===== config.mk =====
export PLATFORM = sky130hd
export DESIGN_NAME = hsk_uart_rx_flat
export DESIGN_NICKNAME = d
export VERILOG_FILES = /design/src/rtl/hsk_uart_pkg.sv /design/src/rtl/hsk_uart_rx_if.sv /design/src/rtl/hsk_uart_sync.sv /design/src/rtl/hsk_uart_rx.sv /design/src/flat_wrapper.sv
export SDC_FILE = /design/constraint.sdc
export NUM_CORES = 1
export LEC_CHECK = 0
export ABC_AREA = 1
export CAP_MARGIN = 20
export CORE_MARGIN = 3
export CORE_UTILIZATION = 50
export CTS_CLUSTER_SIZE = 24
export DETAILED_ROUTE_END_ITERATION = 10
export GPL_ROUTABILITY_DRIVEN = 0
export PLACE_DENSITY_LB_ADDON = 0.25
export SLEW_MARGIN = 20
export SYNTH_ARGS = -nofsm -noshare
export SYNTH_HDL_FRONTEND = slang
export SYNTH_SLANG_ARGS = --single-unit

===== constraint.sdc =====
create_clock -name clk -period 1.8 [get_ports clk]
set_clock_uncertainty 0.05 [all_clocks]
set_input_delay 0.36 -clock clk [delete_from_list [all_inputs] [get_ports clk]]
set_output_delay 0.36 -clock clk [all_outputs]
set_load 0.1 [all_outputs]

===== src/rtl/hsk_uart_pkg.sv =====
`default_nettype none
// ============================================================================
//  Module      : hsk_uart_pkg
//  Description : Shared definitions for the housekeeping UART (RX and TX).
//                Holds the receiver state encoding and the oversampling
//                constants that must agree with hsk_uart_brg.
//  Ports       : none (package)
//  Revision    : 1.0  initial release
// ============================================================================
package hsk_uart_pkg;

    // Receiver FSM state encoding
    typedef enum logic [2:0] {
        UART_IDLE   = 3'd0,
        UART_START  = 3'd1,
        UART_DATA   = 3'd2,
        UART_STOP   = 3'd3,
        UART_WAITHI = 3'd4
    } uart_state_e;

    // Ticks of en_16x_baud per serial bit
    localparam int          UART_OVERSAMPLE = 16;
    // Tick count at the middle of the start bit
    localparam logic [3:0]  UART_MID_TICK   = 4'd7;
    // Tick count at which a full bit period has elapsed
    localparam logic [3:0]  UART_LAST_TICK  = 4'd15;

endpackage : hsk_uart_pkg
`default_nettype wire


===== src/rtl/hsk_uart_rx_if.sv =====
`default_nettype none
// ============================================================================
//  Module      : hsk_uart_rx_if
//  Description : One-deep AXI4-Stream-style byte channel from the UART
//                receiver to the housekeeping packet parser.
//  Ports       : m_tdata  - received byte (producer -> consumer)
//                m_tvalid - byte available (producer -> consumer)
//                m_tready - consumer accepts byte (consumer -> producer)
//  Revision    : 1.0  initial release
// ============================================================================
interface hsk_uart_rx_if #(
    parameter int NBITS = 8
);
    logic [NBITS-1:0] m_tdata;
    logic             m_tvalid;
    logic             m_tready;

    modport master (
        output m_tdata,
        output m_tvalid,
        input  m_tready
    );

    modport slave (
        input  m_tdata,
        input  m_tvalid,
        output m_tready
    );
endinterface : hsk_uart_rx_if
`default_nettype wire


===== src/rtl/hsk_uart_sync.sv =====
`default_nettype none
// ============================================================================
//  Module      : hsk_uart_sync
//  Description : N-stage flop synchronizer for asynchronous UART pins.
//                All stages reset to 1 so an idle-high line never looks
//                like a start bit coming out of reset.
//  Ports       : clk      - system clock
//                resetn   - synchronous active-low reset
//                d_i      - asynchronous input
//                q_o      - synchronized output (STAGES clk latency)
//  Revision    : 1.0  initial release
// ============================================================================
module hsk_uart_sync #(
    parameter int STAGES = 2
) (
    input  wire logic clk,
    input  wire logic resetn,
    input  wire logic d_i,
    output logic      q_o
);

    (* ASYNC_REG = "TRUE" *) logic [STAGES-1:0] sync_q;

    always_ff @(posedge clk) begin
        if (!resetn) begin
            sync_q <= {STAGES{1'b1}};
        end else begin
            sync_q <= {sync_q[STAGES-2:0], d_i};
        end
    end

    assign q_o = sync_q[STAGES-1];

endmodule : hsk_uart_sync
`default_nettype wire


===== src/rtl/hsk_uart_rx.sv =====
`default_nettype none
// ============================================================================
//  Module      : hsk_uart_rx
//  Description : 8N1 UART receiver. Oversamples rx at 16x baud using the
//                en_16x_baud strobe, checks start/stop bits and presents
//                each good byte on a one-deep stream output.
//  Ports       : clk         - system clock
//                resetn      - synchronous active-low reset
//                en_16x_baud - 16x-baud tick strobe
//                rx          - asynchronous serial input (idle high)
//                m_axis      - byte output channel (master modport)
//                frame_err   - 1-clk pulse on a bad stop bit
//                overrun     - 1-clk pulse when a good byte is dropped
//  Revision    : 1.0  initial release
// ============================================================================
module hsk_uart_rx
    import hsk_uart_pkg::*;
#(
    parameter int NBITS      = 8,
    parameter int OVERSAMPLE = UART_OVERSAMPLE
) (
    input  wire logic       clk,
    input  wire logic       resetn,
    input  wire logic       en_16x_baud,
    input  wire logic       rx,
    hsk_uart_rx_if.master   m_axis,
    output logic            frame_err,
    output logic            overrun
);

    // The tick and bit counters are fixed at 4 and 3 bits, so only the
    // matching parameter range is meaningful.
    if (OVERSAMPLE != UART_OVERSAMPLE) begin : g_bad_oversample
        $error("hsk_uart_rx: OVERSAMPLE must equal UART_OVERSAMPLE");
    end
    if ((NBITS < 1) || (NBITS > 8)) begin : g_bad_nbits
        $error("hsk_uart_rx: NBITS must be in 1..8");
    end

    localparam logic [2:0] LAST_BIT = 3'(NBITS - 1);

    logic             rx_s;
    uart_state_e      state_q, state_d;
    logic [3:0]       tcnt_q,  tcnt_d;
    logic [2:0]       bcnt_q,  bcnt_d;
    logic [NBITS-1:0] shreg_q, shreg_d;
    logic [NBITS-1:0] tdata_q, tdata_d;
    logic             tvalid_q, tvalid_d;
    logic             ferr_q,  ferr_d;
    logic             ovr_q,   ovr_d;
    logic             buf_free;

    hsk_uart_sync #(
        .STAGES (2)
    ) u_rx_sync (
        .clk    (clk),
        .resetn (resetn),
        .d_i    (rx),
        .q_o    (rx_s)
    );

    // A held byte being accepted this cycle frees the slot for a new load.
    assign buf_free = !tvalid_q || m_axis.m_tready;

    always_ff @(posedge clk) begin
        if (!resetn) begin
            state_q  <= UART_IDLE;
            tcnt_q   <= '0;
            bcnt_q   <= '0;
            shreg_q  <= '0;
            tdata_q  <= '0;
            tvalid_q <= 1'b0;
            ferr_q   <= 1'b0;
            ovr_q    <= 1'b0;
        end else begin
            state_q  <= state_d;
            tcnt_q   <= tcnt_d;
            bcnt_q   <= bcnt_d;
            shreg_q  <= shreg_d;
            tdata_q  <= tdata_d;
            tvalid_q <= tvalid_d;
            ferr_q   <= ferr_d;
            ovr_q    <= ovr_d;
        end
    end

    always_comb begin
        state_d  = state_q;
        tcnt_d   = tcnt_q;
        bcnt_d   = bcnt_q;
        shreg_d  = shreg_q;
        tdata_d  = tdata_q;
        tvalid_d = tvalid_q;
        ferr_d   = 1'b0;
        ovr_d    = 1'b0;

        if (tvalid_q && m_axis.m_tready) begin
            tvalid_d = 1'b0;
        end

        case (state_q)
            UART_IDLE: begin
                if (en_16x_baud && !rx_s) begin
                    state_d = UART_START;
                    tcnt_d  = '0;
                end
            end

            UART_START: begin
                if (en_16x_baud) begin
                    if (tcnt_q == UART_MID_TICK) begin
                        if (rx_s) begin
                            state_d = UART_IDLE;
                        end else begin
                            state_d = UART_DATA;
                            tcnt_d  = '0;
                            bcnt_d  = '0;
                        end
                    end else begin
                        tcnt_d = tcnt_q + 4'd1;
                    end
                end
            end

            // tcnt wraps 15 -> 0, so each later bit is sampled a full bit
            // period after the previous one without an explicit clear.
            UART_DATA: begin
                if (en_16x_baud) begin
                    tcnt_d = tcnt_q + 4'd1;
                    if (tcnt_q == UART_LAST_TICK) begin
                        shreg_d = {rx_s, shreg_q[NBITS-1:1]};
                        bcnt_d  = bcnt_q + 3'd1;
                        if (bcnt_q == LAST_BIT) begin
                            state_d = UART_STOP;
                        end
                    end
                end
            end

            UART_STOP: begin
                if (en_16x_baud) begin
                    tcnt_d = tcnt_q + 4'd1;
                    if (tcnt_q == UART_LAST_TICK) begin
                        if (rx_s) begin
                            if (buf_free) begin
                                tdata_d  = shreg_q;
                                tvalid_d = 1'b1;
                            end else begin
                                ovr_d = 1'b1;
                            end
                            state_d = UART_IDLE;
                        end else begin
                            ferr_d  = 1'b1;
                            state_d = UART_WAITHI;
                        end
                    end
                end
            end

            // Wait out a break condition so a long low line is not
            // re-detected as a string of start bits.
            UART_WAITHI: begin
                if (rx_s) begin
                    state_d = UART_IDLE;
                end
            end

            default: begin
                state_d = UART_IDLE;
            end
        endcase
    end

    assign m_axis.m_tdata  = tdata_q;
    assign m_axis.m_tvalid = tvalid_q;
    assign frame_err       = ferr_q;
    assign overrun         = ovr_q;

endmodule : hsk_uart_rx
`default_nettype wire

===== src/flat_wrapper.sv =====
// flat-port wrapper written by rule: the top's interface ports become plain ports
module hsk_uart_rx_flat import hsk_uart_pkg::*;
#(
    parameter int NBITS      = 8,
    parameter int OVERSAMPLE = UART_OVERSAMPLE
)
  (clk, resetn, en_16x_baud, rx, frame_err, overrun, m_axis_m_tdata, m_axis_m_tvalid, m_axis_m_tready);
  hsk_uart_rx_if #(.NBITS(NBITS)) m_axis_i ();
  input  wire logic clk;
  input  wire logic resetn;
  input  wire logic en_16x_baud;
  input  wire logic rx;
  output logic frame_err;
  output logic overrun;
  output wire logic [$bits(m_axis_i.m_tdata)-1:0] m_axis_m_tdata;
  output wire logic [$bits(m_axis_i.m_tvalid)-1:0] m_axis_m_tvalid;
  input wire logic [$bits(m_axis_i.m_tready)-1:0] m_axis_m_tready;
  assign m_axis_m_tdata = m_axis_i.m_tdata;
  assign m_axis_m_tvalid = m_axis_i.m_tvalid;
  assign m_axis_i.m_tready = m_axis_m_tready;
  hsk_uart_rx #(.NBITS(NBITS), .OVERSAMPLE(OVERSAMPLE)) u_core (.clk(clk), .resetn(resetn), .en_16x_baud(en_16x_baud), .rx(rx), .m_axis(m_axis_i), .frame_err(frame_err), .overrun(overrun));
endmodule

# Word level (Yosys, flattened, before mapping)
# Index checks and enable logic that the tools add are counted.
# word_totals
regBits,31
out_inout_bits,11
word_cells,78
# classes
reduce_logical,16
eq_ne,19
n_mux,32
add_sub_neg,2
# op_table
operator,n
3-bit two-way mux,15
4-bit two-way mux,5
3-bit one-hot mux with 5 select lines,1
5-bit AND reduction,3
"2-bit by 1-bit != test with 1-bit output, second input constant",6
4-bit one-hot mux with 3 select lines,1
"2-bit != test, second input constant",5
9-bit AND reduction,1
1-bit two-way mux,8
"3-bit by 2-bit equality test with 1-bit output, second input constant",2
"3-bit equality test, second input constant",2
3-bit one-hot mux with 2 select lines,1
6-bit AND reduction,1
"4-bit by 1-bit adder with 4-bit output, second input constant",1
"4-bit by 3-bit equality test with 1-bit output, second input constant",1
"4-bit equality test, second input constant",1
4-bit AND reduction,1
"3-bit by 1-bit adder with 3-bit output, second input constant",1
"3-bit by 1-bit equality test with 1-bit output, second input constant",1
3-bit zero test,1
"3-bit != test, second input constant",1
3-bit AND reduction,1
3-bit nonzero test,1
1-bit logical AND,2
5 further kinds,6

# Longest topological paths before layout
# depth
depth_word,7
depth_mapped,10

# By module
# A second synthesis with hierarchy kept.
# unflattened
cells_unflattened,203
hier_area_um2,1451.4
# by_module_without_submodules
mod,seq_area_each_um2,n_inst,cells_per_inst,area_per_inst_um2
hsk_uart_rx,580.6,1,197,1396.3
hsk_uart_sync,40.0,1,6,55.1

# Worst setup path before layout
# No wires, ideal clock.
# synth_path
path_kind,register -> register
from,register u_core.tvalid_q (netlist: u_core.m_axis.m_tvalid)
to,register u_core.tdata_q[6] (netlist: u_core.m_axis.m_tdata[6])
period_less_slack_ps,1776
setup_ps,70
stages_incl_launch_ff,6
t_arrival_ps,1657
path_buffers,1
setup_slack_ps,24
required_time_ps,1680
path_cell_list,dfxtp_1 -> nand2_1 -> nand4_2 -> buf_4 -> o21ai_1 -> a21oi_1
# synth_between
elab_chain_cells,3
# synth_lines
item,line,text
"start, declared",hsk_uart_rx.sv:48,"logic tvalid_q, tvalid_d;"
"start signal, assigned",hsk_uart_rx.sv:81,tvalid_q <= tvalid_d;
1-bit zero test,hsk_uart_rx.sv:63,assign buf_free = !tvalid_q || m_axis.m_tready;
1-bit logical OR,hsk_uart_rx.sv:63,
5-bit AND reduction (no line),--,
"end signal, assigned",hsk_uart_rx.sv:80,tdata_q <= tdata_d;
"end, declared",hsk_uart_rx.sv:47,"logic [NBITS-1:0] tdata_q, tdata_d;"
# No other way between the ends.
# A chain may end at the register's enable or synchronous reset.

# Final worst setup path
# layout_path
from,register u_core.tcnt_q[0]
to,register u_core.tdata_q[4] (netlist: u_core.m_axis.m_tdata[4])
# layout_between
elab_chain_cells,2
# layout_lines
item,line,text
"start, declared",hsk_uart_rx.sv:44,"logic [3:0] tcnt_q, tcnt_d;"
"start signal, assigned",hsk_uart_rx.sv:77,tcnt_q <= tcnt_d;
4-bit equality test,hsk_uart_rx.sv:143,if (tcnt_q == UART_LAST_TICK) begin
5-bit AND reduction (no line),--,
# No other way between the ends.

==> results.yml <==
layout:
  fill_cells: 213
  nets: 243
  drive_gt1_share_pct: 19.1
  multi_input_area_sq_um: 677
  area_growth_pct: 31.7
  regArea_sq_um: 621
  insertedDiodeCount: 0
  fin_area_sq_um: 1870
logic_synthesis:
  synth.distinct_cells: 24
  yosys_warnings: 0
  syn_nets: 214
  ys_seq_area_share_pct: 43.6
  postSynthCellCount: 206
  syn_avg_cell_area_sq_um: 6.91
  netlist_area_sq_um: 1420
  synth_seq_cells: 31
route:
  via_per_inst: 5.26
  wirelength_mm: 3.08
  wl_per_cell_um: 11.6
  drcViolationCount: 0
  detail-route-antenna-nets: 0
  num_vias: 1398
  dr.pass1.iters: 4
  drtIter0Drc: 66
setup_path:
  cp.arrival_ns: 1.92
  path_cells: "ha_1, nand3_1, nor2_2, nand4_2, buf_4, a21oi_1"
  end_kind: "flip-flop"
  slowest_stage: "dfxtp_1"
  worst-setup-path-type: "flip-flop to flip-flop"
  max_stage_delay_ns: 0.39
  crit_path_start_kind: "flip-flop"
  cp_data_required_time_ns: 2.01
  cp_max_fo: 12
clock_tree:
  root_buffer: "clkbuf_4"
  clk_latency_ns: 0.34
  htreeDepth: 2
  tritoncts: "yes"
  clock_path_buffers: 2
  clock-sinks: 31
  hold_buffers: 0
  cts_buffers: 5
  path_clk_slew_ns: 0.10
  cts_setup_buffers: 0
  cts_resized: 0
die:
  start_util_pct: 54.9
  io-pin-count: 16
  die_h_um: 59.3
  die_x_um: 59.3
  row_count: 18
  dieArea_sq_um: 3520
  core_region_area_sq_um: 2590
sta:
  worst_slack_ns: 0.0932
  slew_viol_final: 0
  min_period_ns: 1.71
  finalSetupTns_ns: 0
  worst_pin_slew_ns: 0.314
  hold_viol_final: 0
  rsz0062_at_grt: "yes"
  fmax_mhz: 586
  slew_headroom_pct: 79.0
  timing.final.crit_share_pct: 94.8
  setup_violations: 0
placed_design:
  portBuffers: 15
  hpwlAfterDp_mm: 2.31
  place_ws_ns: -0.0981
  dpl-instance-area_sq_um: 1790
grt:
  track_usage_pct: 20.2
  grt_overflow: 0
  grt_max_degree: 13
  antenna_found_initial: 0
  grt_pass1_wl_mm: 5.28
  grt_pass1_vias: 1254
min_path:
  hp-class: "flip-flop to flip-flop"
power_and_ir_drop:
  ir_drop_v: 0.00136
  p_comb_share_pct: 34.8
  p_int_mw: 1.36
  p_leak_nw: 0.801
  p_sw_share_pct: 37.8
  power.switching_mw: 0.826
  seq_power_share_pct: 38.5
  clkPwrFrac_pct: 26.7
  power_density_nw_per_um2: 1170
run_status:
  status: "complete, no violations"
job:
  drv_cap: 0
cells in the mapped netlist:
cell type / number / area, sq um
nor2_1: 47 / 176
dfxtp_1: 31 / 621
nand2_1: 29 / 109
inv_1: 24 / 90.1
o21ai_0: 17 / 85.1
nand3_1: 14 / 70.1
a21oi_1: 12 / 60.1
o21ai_1: 6 / 30.0
ha_1: 3 / 37.5
inv_2: 3 / 11.3
nor2_2: 3 / 18.8
or2_2: 3 / 18.8
clkbuf_1: 2 / 7.51
nor3_1: 2 / 10.0
a21oi_2: 1 / 8.76
buf_1: 1 / 3.75
buf_2: 1 / 5.00
buf_4: 1 / 7.51
nand2_2: 1 / 6.26
nand4_1: 1 / 6.26
nand4_2: 1 / 12.5
nor2_4: 1 / 11.3
o21ai_2: 1 / 8.76
o21bai_1: 1 / 7.51
registers in the layout (all words and copies together) (netlist names):
register                 flops
u_core.frame_err             1
u_core.m_axis.m_tvalid       1
u_core.u_rx_sync.sync_q      2
u_core.m_axis.m_tdata        8
u_core.tcnt_q                4
u_core.state_q               3
u_core.shreg_q               8
u_core.bcnt_q                3
u_core.overrun               1
critical path, delay by kind of cell, from the launching register on:
family          cells  cell delay (ns)
flops               1             0.39
simple gates        3             0.58
fa+ha+maj           1             0.19
buf+inv             1             0.25
compound gates      1             0.17
through the flow:
stage,utilization (%),hold WS (ns),total power [mW],instances
2_1_floorplan,-,0.343,1.42,206
3_3_place_gp,69.0,0.343,1.57,258
3_5_place_dp,69.0,0.348,1.61,258
4_1_cts,72.3,0.372,2.19,266
5_1_grt,72.3,0.404,2.36,266
6_report,72.3,0.369,2.19,266
path summary, 6_finish.rpt:
check,cells past startpoint,startpoint,slack (ns),to
max reg2reg,6,u_core.tcnt_q[0],0.09,u_core.m_axis.m_tdata[4]
min,1,u_core.u_rx_sync.sync_q[0],0.37,u_core.u_rx_sync.sync_q[1]
min reg2reg,1,u_core.u_rx_sync.sync_q[0],0.37,u_core.u_rx_sync.sync_q[1]
max,6,u_core.tcnt_q[0],0.09,u_core.m_axis.m_tdata[4]
power groups by stage:
stage,Combinational (mW),Clock (mW),Sequential (mW)
global route,0.882,0.628,0.848
detailed placement,0.751,0,0.855
finish,0.761,0.584,0.841
global placement,0.717,0,0.849
floorplan,0.589,0,0.834
CTS,0.754,0.595,0.839
layer usage:
layer	global-route usage, %	vias up	share of wire [%]
li1	-	714	-
met1	24.5	631	44
met2	31.2	47	48
met3	7.41	6	6.1
met4	10.4	0	1.7
met5	0	-	0
cell families after synthesis:
| logic type | count (synthesis) | share of synthesized area [%] |
|---|---|---|
| and+or+nand+nor | 102 | 30.9 |
| adders and majority gates | 3 | 2.64 |
| AOI/OAI and AO/OA | 38 | 14.1 |
| buffers and inverters | 32 | 8.80 |
| DFF | 31 | 43.6 |
cells in the final DEF, fill, tap and decap left out:
cell type,instances
ha_1,3
nand2_1,29
o21ai_0,16
bufinv_16,1
nor2_1,47
o21bai_1,1
inv_2,3
buf_4,12
nand4_1,1
nor2_4,1
clkdlybuf4s50_1,4
nand3_1,14
clkbuf_8,1
nor3_1,2
clkinv_2,1
o21ai_1,7
clkbuf_4,5
o21ai_2,1
nand4_2,1
a21oi_2,1
dfxtp_1,31
a21oi_1,12
inv_1,24
nor2_2,3
or2_2,3
nand2_2,1
buf_12,11
area by class of cell:
cell class	count	share of cell area [%]
clock buffer	6	2.74
inverter	27	5.41
tap	30	2.00
timing repair buffer	27	18.7
clock inverter	2	1.87
multi-input combinational	143	36.1
sequential	31	33.1
Power figures use the tool's default switching activity.
